[config.mk]
export PLATFORM = sky130hd
export DESIGN_NAME = mic_sample_ctrl_flat
export DESIGN_NICKNAME = d
export VERILOG_FILES = /design/src/rtl/mic_sample_ctrl_if.sv /design/src/rtl/mic_sample_ctrl.sv /design/src/flat_wrapper.sv
export SDC_FILE = /design/constraint.sdc
export NUM_CORES = 1
export LEC_CHECK = 0
export CAP_MARGIN = 20
export CORE_MARGIN = 4
export CORE_UTILIZATION = 60
export CTS_CLUSTER_SIZE = 28
export DETAILED_ROUTE_END_ITERATION = 6
export PLACE_DENSITY = 0.79
export SYNTH_ARGS = -nofsm -noshare
export SYNTH_HDL_FRONTEND = slang
export SYNTH_SLANG_ARGS = --single-unit
[constraint.sdc]
create_clock -name clk_sclk -period 6.62 [get_ports clk_sclk]
set_clock_uncertainty 0.1 [all_clocks]
set_input_delay 1.324 -clock clk_sclk [delete_from_list [all_inputs] [get_ports clk_sclk]]
set_output_delay 1.324 -clock clk_sclk [all_outputs]
set_load 0.005 [all_outputs]
[src/rtl/mic_sample_ctrl_if.sv]
// Sample stream from mic_sample_ctrl to the audio chain: show-ahead data
// with valid/ready; a transfer happens on a cycle where both are high.
interface mic_sample_ctrl_if;
  logic [11:0] smp_data;
  logic        smp_valid;
  logic        smp_ready;

  modport master (output smp_data, output smp_valid, input smp_ready);
  modport slave  (input smp_data, input smp_valid, output smp_ready);
endinterface

[src/rtl/mic_sample_ctrl.sv]
// Paces the PmodMIC capture block, converts each 12-bit offset-binary code to
// two's complement and queues it in a show-ahead FIFO. Define MIC_DC_REMOVE_EN
// to subtract a running DC estimate from every sample before it is queued.
module mic_sample_ctrl #(
  parameter int SAMPLE_DIV = 1250,
  parameter int ADDR_W     = 4,
  parameter int DC_SHIFT   = 6
) (
  input  logic                clk_sclk,
  input  logic                rst,
  input  logic                enable,
  output logic                mic_start,
  input  logic                mic_done,
  input  logic [15:0]         mic_pData,
  mic_sample_ctrl_if.master   smp,
  output logic [ADDR_W:0]     fifo_count,
  output logic                overflow,
  input  logic                clr_ovf
);

  localparam int                DIV_W    = (SAMPLE_DIV > 1) ? $clog2(SAMPLE_DIV) : 1;
  localparam logic [DIV_W-1:0]  DIV_LAST = DIV_W'(SAMPLE_DIV - 1);
  localparam logic [DIV_W-1:0]  DIV_ONE  = DIV_W'(1);
  localparam int                DEPTH    = 1 << ADDR_W;
  localparam logic [ADDR_W:0]   PTR_ONE  = (ADDR_W + 1)'(1);

  typedef enum logic {S_IDLE, S_BUSY} state_t;

  state_t            r_state;
  state_t            w_state_nxt;
  logic [DIV_W-1:0]  r_div;
  logic              r_done_q;
  logic              w_tick;
  logic              w_capture;
  logic [11:0]       w_sample;
  logic [11:0]       w_wdata;
  logic [ADDR_W:0]   r_wr_ptr;
  logic [ADDR_W:0]   r_rd_ptr;
  logic [11:0]       r_mem [DEPTH];
  logic              w_empty;
  logic              w_full;
  logic              w_push;
  logic              w_pop;
  logic              r_overflow;
  logic              w_unused;

  // NOTE: sequential state uses non-blocking assignments so every register
  // samples the values that existed before the edge.
  always_ff @(posedge clk_sclk or negedge rst) begin
    if (!rst) begin
      r_div    <= '0;
      r_done_q <= 1'b0;
    end else begin
      r_div    <= w_tick ? '0 : r_div + DIV_ONE;
      r_done_q <= mic_done;
    end
  end

  assign w_tick = (r_div == DIV_LAST);

  always_ff @(posedge clk_sclk or negedge rst) begin
    if (!rst) r_state <= S_IDLE;
    else      r_state <= w_state_nxt;
  end

  // NOTE: every signal driven from always_comb gets a default first, so no
  // path through the block can leave it holding a value (no latch).
  always_comb begin
    w_state_nxt = r_state;
    case (r_state)
      S_IDLE: if (mic_start) w_state_nxt = S_BUSY;
      S_BUSY: if (w_capture) w_state_nxt = S_IDLE;
    endcase
  end

  // A tick that lands while a conversion is still running is simply lost.
  always_comb begin
    mic_start = 1'b0;
    w_capture = 1'b0;
    case (r_state)
      S_IDLE: mic_start = w_tick && enable;
      S_BUSY: w_capture = mic_done && !r_done_q;
    endcase
  end

  assign w_sample = {~mic_pData[11], mic_pData[10:0]};

`ifdef MIC_DC_REMOVE_EN
  localparam int ACC_W = 12 + DC_SHIFT;

  logic signed [ACC_W-1:0] r_dc;
  logic signed [ACC_W:0]   w_dc_err;
  logic signed [ACC_W:0]   w_dc_sum;
  logic signed [12:0]      w_dc_diff;

  // r_dc holds the DC estimate scaled by 2^DC_SHIFT; one extra bit keeps the
  // error term from wrapping when sample and estimate sit at opposite rails.
  assign w_dc_err  = ($signed({{(DC_SHIFT + 1){w_sample[11]}}, w_sample}) <<< DC_SHIFT)
                   - $signed({r_dc[ACC_W-1], r_dc});
  assign w_dc_sum  = $signed({r_dc[ACC_W-1], r_dc}) + (w_dc_err >>> DC_SHIFT);
  assign w_dc_diff = $signed({w_sample[11], w_sample})
                   - $signed({r_dc[ACC_W-1], r_dc[ACC_W-1:DC_SHIFT]});
  assign w_wdata   = (w_dc_diff[12] != w_dc_diff[11])
                   ? {w_dc_diff[12], {11{~w_dc_diff[12]}}}
                   : w_dc_diff[11:0];

  always_ff @(posedge clk_sclk or negedge rst) begin
    if (!rst)           r_dc <= '0;
    else if (w_capture) r_dc <= w_dc_sum[ACC_W-1:0];
  end

  assign w_unused = ^{mic_pData[15:12], w_dc_sum[ACC_W]};
`else
  assign w_wdata  = w_sample;
  assign w_unused = ^{mic_pData[15:12], DC_SHIFT[0]};
`endif

  // Occupancy never exceeds DEPTH, so its MSB alone flags a full FIFO.
  assign fifo_count = r_wr_ptr - r_rd_ptr;
  assign w_empty    = (r_wr_ptr == r_rd_ptr);
  assign w_full     = fifo_count[ADDR_W];
  assign w_push     = w_capture && !w_full;
  assign w_pop      = !w_empty && smp.smp_ready;

  always_ff @(posedge clk_sclk or negedge rst) begin
    if (!rst) begin
      r_wr_ptr   <= '0;
      r_rd_ptr   <= '0;
      r_overflow <= 1'b0;
    end else begin
      if (w_push) r_wr_ptr <= r_wr_ptr + PTR_ONE;
      if (w_pop)  r_rd_ptr <= r_rd_ptr + PTR_ONE;
      if (w_capture && w_full) r_overflow <= 1'b1;
      else if (clr_ovf)        r_overflow <= 1'b0;
    end
  end

  // NOTE: the storage array has no reset; an entry is only ever read after it
  // has been written, and an empty FIFO is forced to read as zero below.
  always_ff @(posedge clk_sclk) begin
    if (w_push) r_mem[r_wr_ptr[ADDR_W-1:0]] <= w_wdata;
  end

  assign smp.smp_data  = w_empty ? '0 : r_mem[r_rd_ptr[ADDR_W-1:0]];
  assign smp.smp_valid = !w_empty;
  assign overflow      = r_overflow;

endmodule

[src/flat_wrapper.sv]
// flat-port wrapper written by rule: the top's interface ports become plain ports
module mic_sample_ctrl_flat 
#(
  parameter int SAMPLE_DIV = 1250,
  parameter int ADDR_W     = 4,
  parameter int DC_SHIFT   = 6
)
  (clk_sclk, rst, enable, mic_start, mic_done, mic_pData, fifo_count, overflow, clr_ovf, smp_smp_data, smp_smp_valid, smp_smp_ready);
  mic_sample_ctrl_if smp_i ();
  input  logic clk_sclk;
  input  logic rst;
  input  logic enable;
  output logic mic_start;
  input  logic mic_done;
  input  logic [15:0] mic_pData;
  output logic [ADDR_W:0] fifo_count;
  output logic overflow;
  input  logic clr_ovf;
  output wire logic [$bits(smp_i.smp_data)-1:0] smp_smp_data;
  output wire logic [$bits(smp_i.smp_valid)-1:0] smp_smp_valid;
  input wire logic [$bits(smp_i.smp_ready)-1:0] smp_smp_ready;
  assign smp_smp_data = smp_i.smp_data;
  assign smp_smp_valid = smp_i.smp_valid;
  assign smp_i.smp_ready = smp_smp_ready;
  mic_sample_ctrl #(.SAMPLE_DIV(SAMPLE_DIV), .ADDR_W(ADDR_W), .DC_SHIFT(DC_SHIFT)) u_core (.clk_sclk(clk_sclk), .rst(rst), .enable(enable), .mic_start(mic_start), .mic_done(mic_done), .mic_pData(mic_pData), .smp(smp_i), .fifo_count(fifo_count), .overflow(overflow), .clr_ovf(clr_ovf));
endmodule
==> results of run 1 <==
-- worst reg2reg max path, cell delays in order, from the launching register on --
cell and delay [ns]:
dfrtp_2 0.96, fa_1 0.40, nand2b_1 0.12, o2bb2ai_1 0.24, mux2i_4 0.44, nand2_1 0.22
nor2_1 0.71, buf_4 0.30
-- kinds of logic after synthesis --
| kind of cell | share of synthesized area |
|---|---|
| multiplexers | 0.1435 |
| XOR/XNOR | 0.01993 |
| AND/OR/NAND/NOR | 0.04598 |
| adder cells (fa/ha/maj) | 0.01794 |
| buffers and inverters | 0.02178 |
| AO/OA/AOI/OAI | 0.02662 |
| flip-flops | 0.7243 |
-- cell usage after synthesis (3+ instances only) --
library cell	n	share of area
o21ai_0	5	0.0028
buf_2	6	0.0034
dfrtp_1	24	0.068
nor2b_1	13	0.0093
a211oi_1	24	0.020
inv_1	11	0.0047
nor3_1	4	0.0023
ha_1	11	0.016
mux2i_1	12	0.014
xor2_1	6	0.0060
edfxtp_1	192	0.66
buf_4	11	0.0094
nand2_1	14	0.0060
mux4_1	10	0.030
nor2_1	18	0.0077
nand4_1	5	0.0036
nand3_1	3	0.0017
nand2b_1	5	0.0036
and3_1	4	0.0028
xnor2_1	14	0.014
mux4_2	38	0.097
-- power by group through the flow --
stage / combinational [µW] / sequential (µW) / clock (µW)
6_report: 1020 / 1580 / 1240
5_1_grt: 1100 / 1590 / 1320
3_3_place_gp: 1000 / 1610 / 0
2_1_floorplan: 723 / 1540 / 0
4_1_cts: 1030 / 1580 / 1260
3_5_place_dp: 1010 / 1610 / 0
-- how the worst max path moves through the flow --
stage                        from                 end  slack, ns
2_1_floorplan  u_core.r_rd_ptr[2]  u_core.r_mem[3][0]       3.10
3_3_place_gp   u_core.r_rd_ptr[1]     smp_smp_data[3]       2.15
3_5_place_dp   u_core.r_rd_ptr[1]     smp_smp_data[3]       2.12
4_1_cts        u_core.r_rd_ptr[1]     smp_smp_data[3]       1.51
5_1_grt        u_core.r_rd_ptr[1]     smp_smp_data[3]       1.35
6_report       u_core.r_rd_ptr[1]     smp_smp_data[3]       1.54
-- layer usage --
layer | vias up | routed length [µm]
li1 | 1923 | -
met1 | 2279 | 7431
met2 | 140 | 8780
met3 | 44 | 1004
met4 | 0 | 572
met5 | - | 0
-- final cells by class --
class	instances	area share
clock inverter	18	0.01820
tap	180	0.02214
sequential	216	0.6261
multi-input combinational	199	0.2221
timing repair buffer	57	0.05289
inverter	12	0.004428
clock buffer	22	0.05412
-- stage by stage --
step / setup slack, ns / std cells / util / total power (µW)
6_report: 1.545 / 704 / 0.7216 / 3837
5_1_grt: 1.354 / 704 / 0.7216 / 4009
4_1_cts: 1.507 / 703 / 0.7199 / 3873
3_5_place_dp: 2.120 / 663 / 0.6677 / 2626
3_3_place_gp: 2.145 / 663 / 0.6677 / 2615
2_1_floorplan: 3.102 / 449 / - / 2261
-- flip-flops by register name, indices dropped and copies added (netlist names) --
register / cells
u_core.r_mem: 192
u_core.r_div: 11
u_core.r_rd_ptr: 5
u_core.r_wr_ptr: 5
u_core.overflow: 1
u_core.r_done_q: 1
u_core.r_state: 1
==> metrics.yaml, run 1 <==
status: "completed"
holdPathStages: 1
core_area_mm2: 0.01410
die-width_um: 129.0
final_common_cell: "edfxtp_1"
cp-end-kind: "output pin"
relSlewSlack: 0.2942
critPathBufInv: 3
seq_area_frac_synth: 0.7243
grt_overflow_total: 0
start_util: 0.6236
regToRegSetupSlack_ns: 2.85
syn_nets: 483
hold-worst-slack_ns: 0.3880
io_buffers: 37
num-nets-final: 542
crit_cells: 7
synth.distinct_cells: 36
reg2reg_from: "u_core.r_rd_ptr[1]"
register_area_mm2: 0.006369
mostFrequentLayoutCells: "edfxtp_1 (192), mux4_2 (38), clkdlybuf4s50_1 (37)"
postPlaceCellArea_mm2: 0.009412
p_clk_frac: 0.323
post_cts_buffers: 0
synthArstFlopShare: 0.1111
cp_slowest_cell: "dfrtp_2"
hold_viol: 0
maxSlewViolCount: 0
first_pass_iters: 5
critPathArrivalTime_ns: 3.65
antennaDiodeCount: 0
cts_num_sinks: 216
period_minus_slack_ns: 5.075
hp-start: "u_core.r_wr_ptr[4]"
first_global_vias: 4717
path_delay_family: "buffers and inverters"
sw_frac_of_total: 0.2712
critPathMaxFanout: 30
multi_input_area_mm2: 0.002260
grt_util_met2: 0.3640
route.vias.total: 4386
antenna_found_initial: 0
worstHoldEndpoint: "u_core.r_wr_ptr[4]"
grt.met1_usage: 0.3197
drtIter0Drc: 328
rsz0062_at_grt: "no"
ys_seq_elements: 216
cts_tree: "built"
finalSetupViolCount: 0
clkTransAtPathRegs_ns: 0.06
cts_root_buf: "clkbuf_16"
cts_made_buffers: 22
layout-drive-gt1-share: 0.2042
crit_chain: "inv_1 -> ha_1 -> nand4_1 -> nor2_1 -> buf_4 -> a211oi_1 -> clkdlybuf4s50_1"
seq_power_share: 0.412
post_drt_wl_per_cell_um: 25.27
grt_pass1_wl_um: 27590
syn_avg_cell_area_um2: 19.58
synth_edf_count: 192
syn2layout_area_growth_pct: 15.73
ys_warn_count: 0
drcViolationCount: 0
power.leakage_uw: 0.003467
cts_resized: 0
ir_worst_vdd_uv: 320.6
design_area_mm2: 0.01017
synth_ff_type: "edfxtp_1"
fp-row-count: 43
routabilityCongestion: 0.7958
path_class: "reg -> out"
syn_inst: 449
r2r_end: "u_core.r_mem[11][1]"
clock_path_buffers: 3
tns_ns: 0
syn_area_mm2: 0.008790
postCtsHoldBufs: 0
critPathMaxStageDelay_ns: 0.96
pwr_density_cell_mw_per_mm2: 377.2
min-delay-path-class: "reg -> reg"
nFillCells: 836
ant_nets: 0
maxCapViolCount: 0
internal-power_uw: 2796
grt_use_met3: 0.04122
power.switching_uw: 1041
routed_via_density: 6.230
htreeDepth: 1
tightestPinTransition_ns: 1.058
grt_usage: 0.2255
hpwlAfterDp_um: 10240
grt_busiest_layer: "met2"
crit_required_ns: 5.20
dieHeight_um: 129.0
pin_count: 42
grt_start_max_net_pins: 32
reg2reg_depth: 7
start_kind: "register"
fmax_mhz: 197.0
fin_crit_sh: 0.7666
wirelength_um: 17790
comb_power_share: 0.265
die_area_mm2: 0.01665
clk_latency_ns: 0.51
Note: power is estimated with default switching activity, not from simulation.
==> inputs of run 2 (changes only) <==
--- a/config.mk
+++ b/config.mk
@@ -7,10 +7,10 @@
 export LEC_CHECK = 0
 export CAP_MARGIN = 20
 export CORE_MARGIN = 4
-export CORE_UTILIZATION = 60
+export CORE_UTILIZATION = 54
 export CTS_CLUSTER_SIZE = 28
 export DETAILED_ROUTE_END_ITERATION = 6
-export PLACE_DENSITY = 0.79
+export PLACE_DENSITY = 0.75
 export SYNTH_ARGS = -nofsm -noshare
 export SYNTH_HDL_FRONTEND = slang
 export SYNTH_SLANG_ARGS = --single-unit
==> constraint.sdc (replaced) <==
create_clock -name clk_sclk -period 4.25 [get_ports clk_sclk]
set_clock_uncertainty 0.1 [all_clocks]
set_input_delay 0.85 -clock clk_sclk [delete_from_list [all_inputs] [get_ports clk_sclk]]
set_output_delay 0.85 -clock clk_sclk [all_outputs]
set_load 0.005 [all_outputs]
==> run 2 against run 1 <==
Global-route usage is 2.3 points lower. Sequential share of layout area is 1.4 points lower. Design area is 2.4% higher. Sequential power is 54% higher. Die area is 10% higher. Final cell count is 7.1% higher. Clock power is 73% higher. Sequential cell count stayed put. Power is 62% higher. Highest routed layer unchanged.
==> metrics.yaml, run 2 (same netlist as run 1, synthesis figures left out) <==
ir_worst_vdd_uv: 493.8
post_drt_wl_per_cell_um: 23.64
postPlaceCellArea_mm2: 0.009564
fp-row-count: 46
wirelength_um: 17830
route.vias.total: 4468
comb_power_share: 0.264
cts_resized: 0
rsz0062_at_grt: "no"
tightestPinTransition_ns: 0.5534
critPathMaxStageDelay_ns: 0.69
critPathBufInv: 2
p_clk_frac: 0.346
start_util: 0.5513
clkTransAtPathRegs_ns: 0.06
htreeDepth: 1
seq_power_share: 0.390
mostFrequentLayoutCells: "edfxtp_1 (192), mux4_2 (38), clkdlybuf4s50_1 (37)"
cts_root_buf: "clkbuf_16"
power.switching_uw: 1606
hpwlAfterDp_um: 10800
pin_count: 42
cp-end-kind: "output pin"
post_cts_buffers: 0
core_area_mm2: 0.01594
fin_crit_sh: 0.9559
pwr_density_cell_mw_per_mm2: 597.3
status: "completed"
internal-power_uw: 4613
grt_overflow_total: 0
drtIter0Drc: 299
die-width_um: 135.6
wl_met3_um: 1027
cts_made_buffers: 23
cp_slowest_cell: "dfrtp_2"
clock_path_buffers: 3
nFillCells: 1059
maxCapViolCount: 0
dieHeight_um: 135.6
drcViolationCount: 0
clk_latency_ns: 0.50
antenna_found_initial: 0
cts_num_sinks: 216
first_global_vias: 4487
path_class: "reg -> out"
met1Wirelength_um: 7586
grt_usage: 0.2022
cp_common_cell: "a211oi_1"
sw_frac_of_total: 0.2583
syn2layout_area_growth_pct: 18.46
antennaDiodeCount: 0
layout-drive-gt1-share: 0.2193
grt_start_max_net_pins: 37
crit_required_ns: 3.30
path_delay_family: "buffers and inverters"
top_layer_used: "met4"
num-nets-final: 555
multi_input_area_mm2: 0.002252
tns_ns: 0
routabilityCongestion: 0.7375
fmax_mhz: 246.2
start_kind: "register"
ant_nets: 0
relSlewSlack: 0.6299
critPathArrivalTime_ns: 3.11
register_area_mm2: 0.006369
final_common_cell: "edfxtp_1"
postCtsHoldBufs: 0
cts_tree: "built"
min-delay-path-class: "reg -> reg"
wl_met2_um: 8921
hold_viol: 0
maxSlewViolCount: 0
io_buffers: 37
crit_chain: "buf_12 -> mux4_1 -> nor2b_1 -> a211oi_1 -> a211oi_1 -> clkdlybuf4s50_1"
period_minus_slack_ns: 4.062
grt_pass1_wl_um: 27370
first_pass_iters: 5
design_area_mm2: 0.01041
finalSetupViolCount: 0
routed_via_density: 5.926
critPathMaxFanout: 32
power.leakage_uw: 0.003564
largest_reg_flops: 192
die_area_mm2: 0.01838
run 2: cell types whose count changed in the layout (fill, tap and decap cells not counted), moves of 2 or more:
cell        change
buf_4          +10
clkinv_2        -6
clkinvlp_4      +4
bufinv_16       +3
clkbuf_1        +3
clkinv_1        -3
nor2_1          +3
nor2_2          -3
buf_12          +2
run 2: path summary, 6_finish.rpt:
kind | end | depth (start not counted) | from | slack (ns)
min reg2reg | u_core.r_rd_ptr[4] | 1 | u_core.r_rd_ptr[4] | 0.39
min in group asynchronous | u_core.overflow | 1 | rst | 0.57
min | u_core.r_rd_ptr[4] | 1 | u_core.r_rd_ptr[4] | 0.39
max reg2reg | u_core.r_mem[12][0] | 8 | u_core.r_rd_ptr[0] | 0.88
max in group asynchronous | u_core.r_rd_ptr[1] | 2 | rst | 3.00
max | smp_smp_data[1] | 6 | u_core.r_rd_ptr[1] | 0.19
run 2: per-stage QoR:
step,worst slack [ns],util,std cells,power (µW),hold slack [ns]
after global placement,0.6667,0.5999,711,4111,0.3738
after floorplan,0.7321,-,449,3522,0.3562
after global routing,0.02248,0.6531,754,6500,0.4176
after CTS,0.1222,0.6522,753,6291,0.3926
after detailed placement,0.6751,0.5999,711,4125,0.3847
final,0.1876,0.6531,754,6220,0.3872
run 2: layout make-up:
class                      count  area share
tap                          216     0.02596
clock inverter                16     0.02367
timing repair buffer          69     0.06176
multi-input combinational    199      0.2163
sequential                   216      0.6116
inverter                      12    0.004326
clock buffer                  26     0.05636
run 2: routing by layer:
metal | track usage | vias to the layer above
li1 | - | 1953
met3 | 0.03938 | 24
met1 | 0.2910 | 2335
met5 | 0 | -
met2 | 0.3302 | 156
met4 | 0.03975 | 0
run 2: power groups by stage:
| stage | logic (µW) | registers, µW | clock network (µW) |
|---|---|---|---|
| 2_1_floorplan | 1130 | 2400 | 0 |
| 3_3_place_gp | 1640 | 2470 | 0 |
| 3_5_place_dp | 1650 | 2480 | 0 |
| 4_1_cts | 1670 | 2430 | 2190 |
| 5_1_grt | 1780 | 2440 | 2280 |
| 6_report | 1640 | 2430 | 2150 |
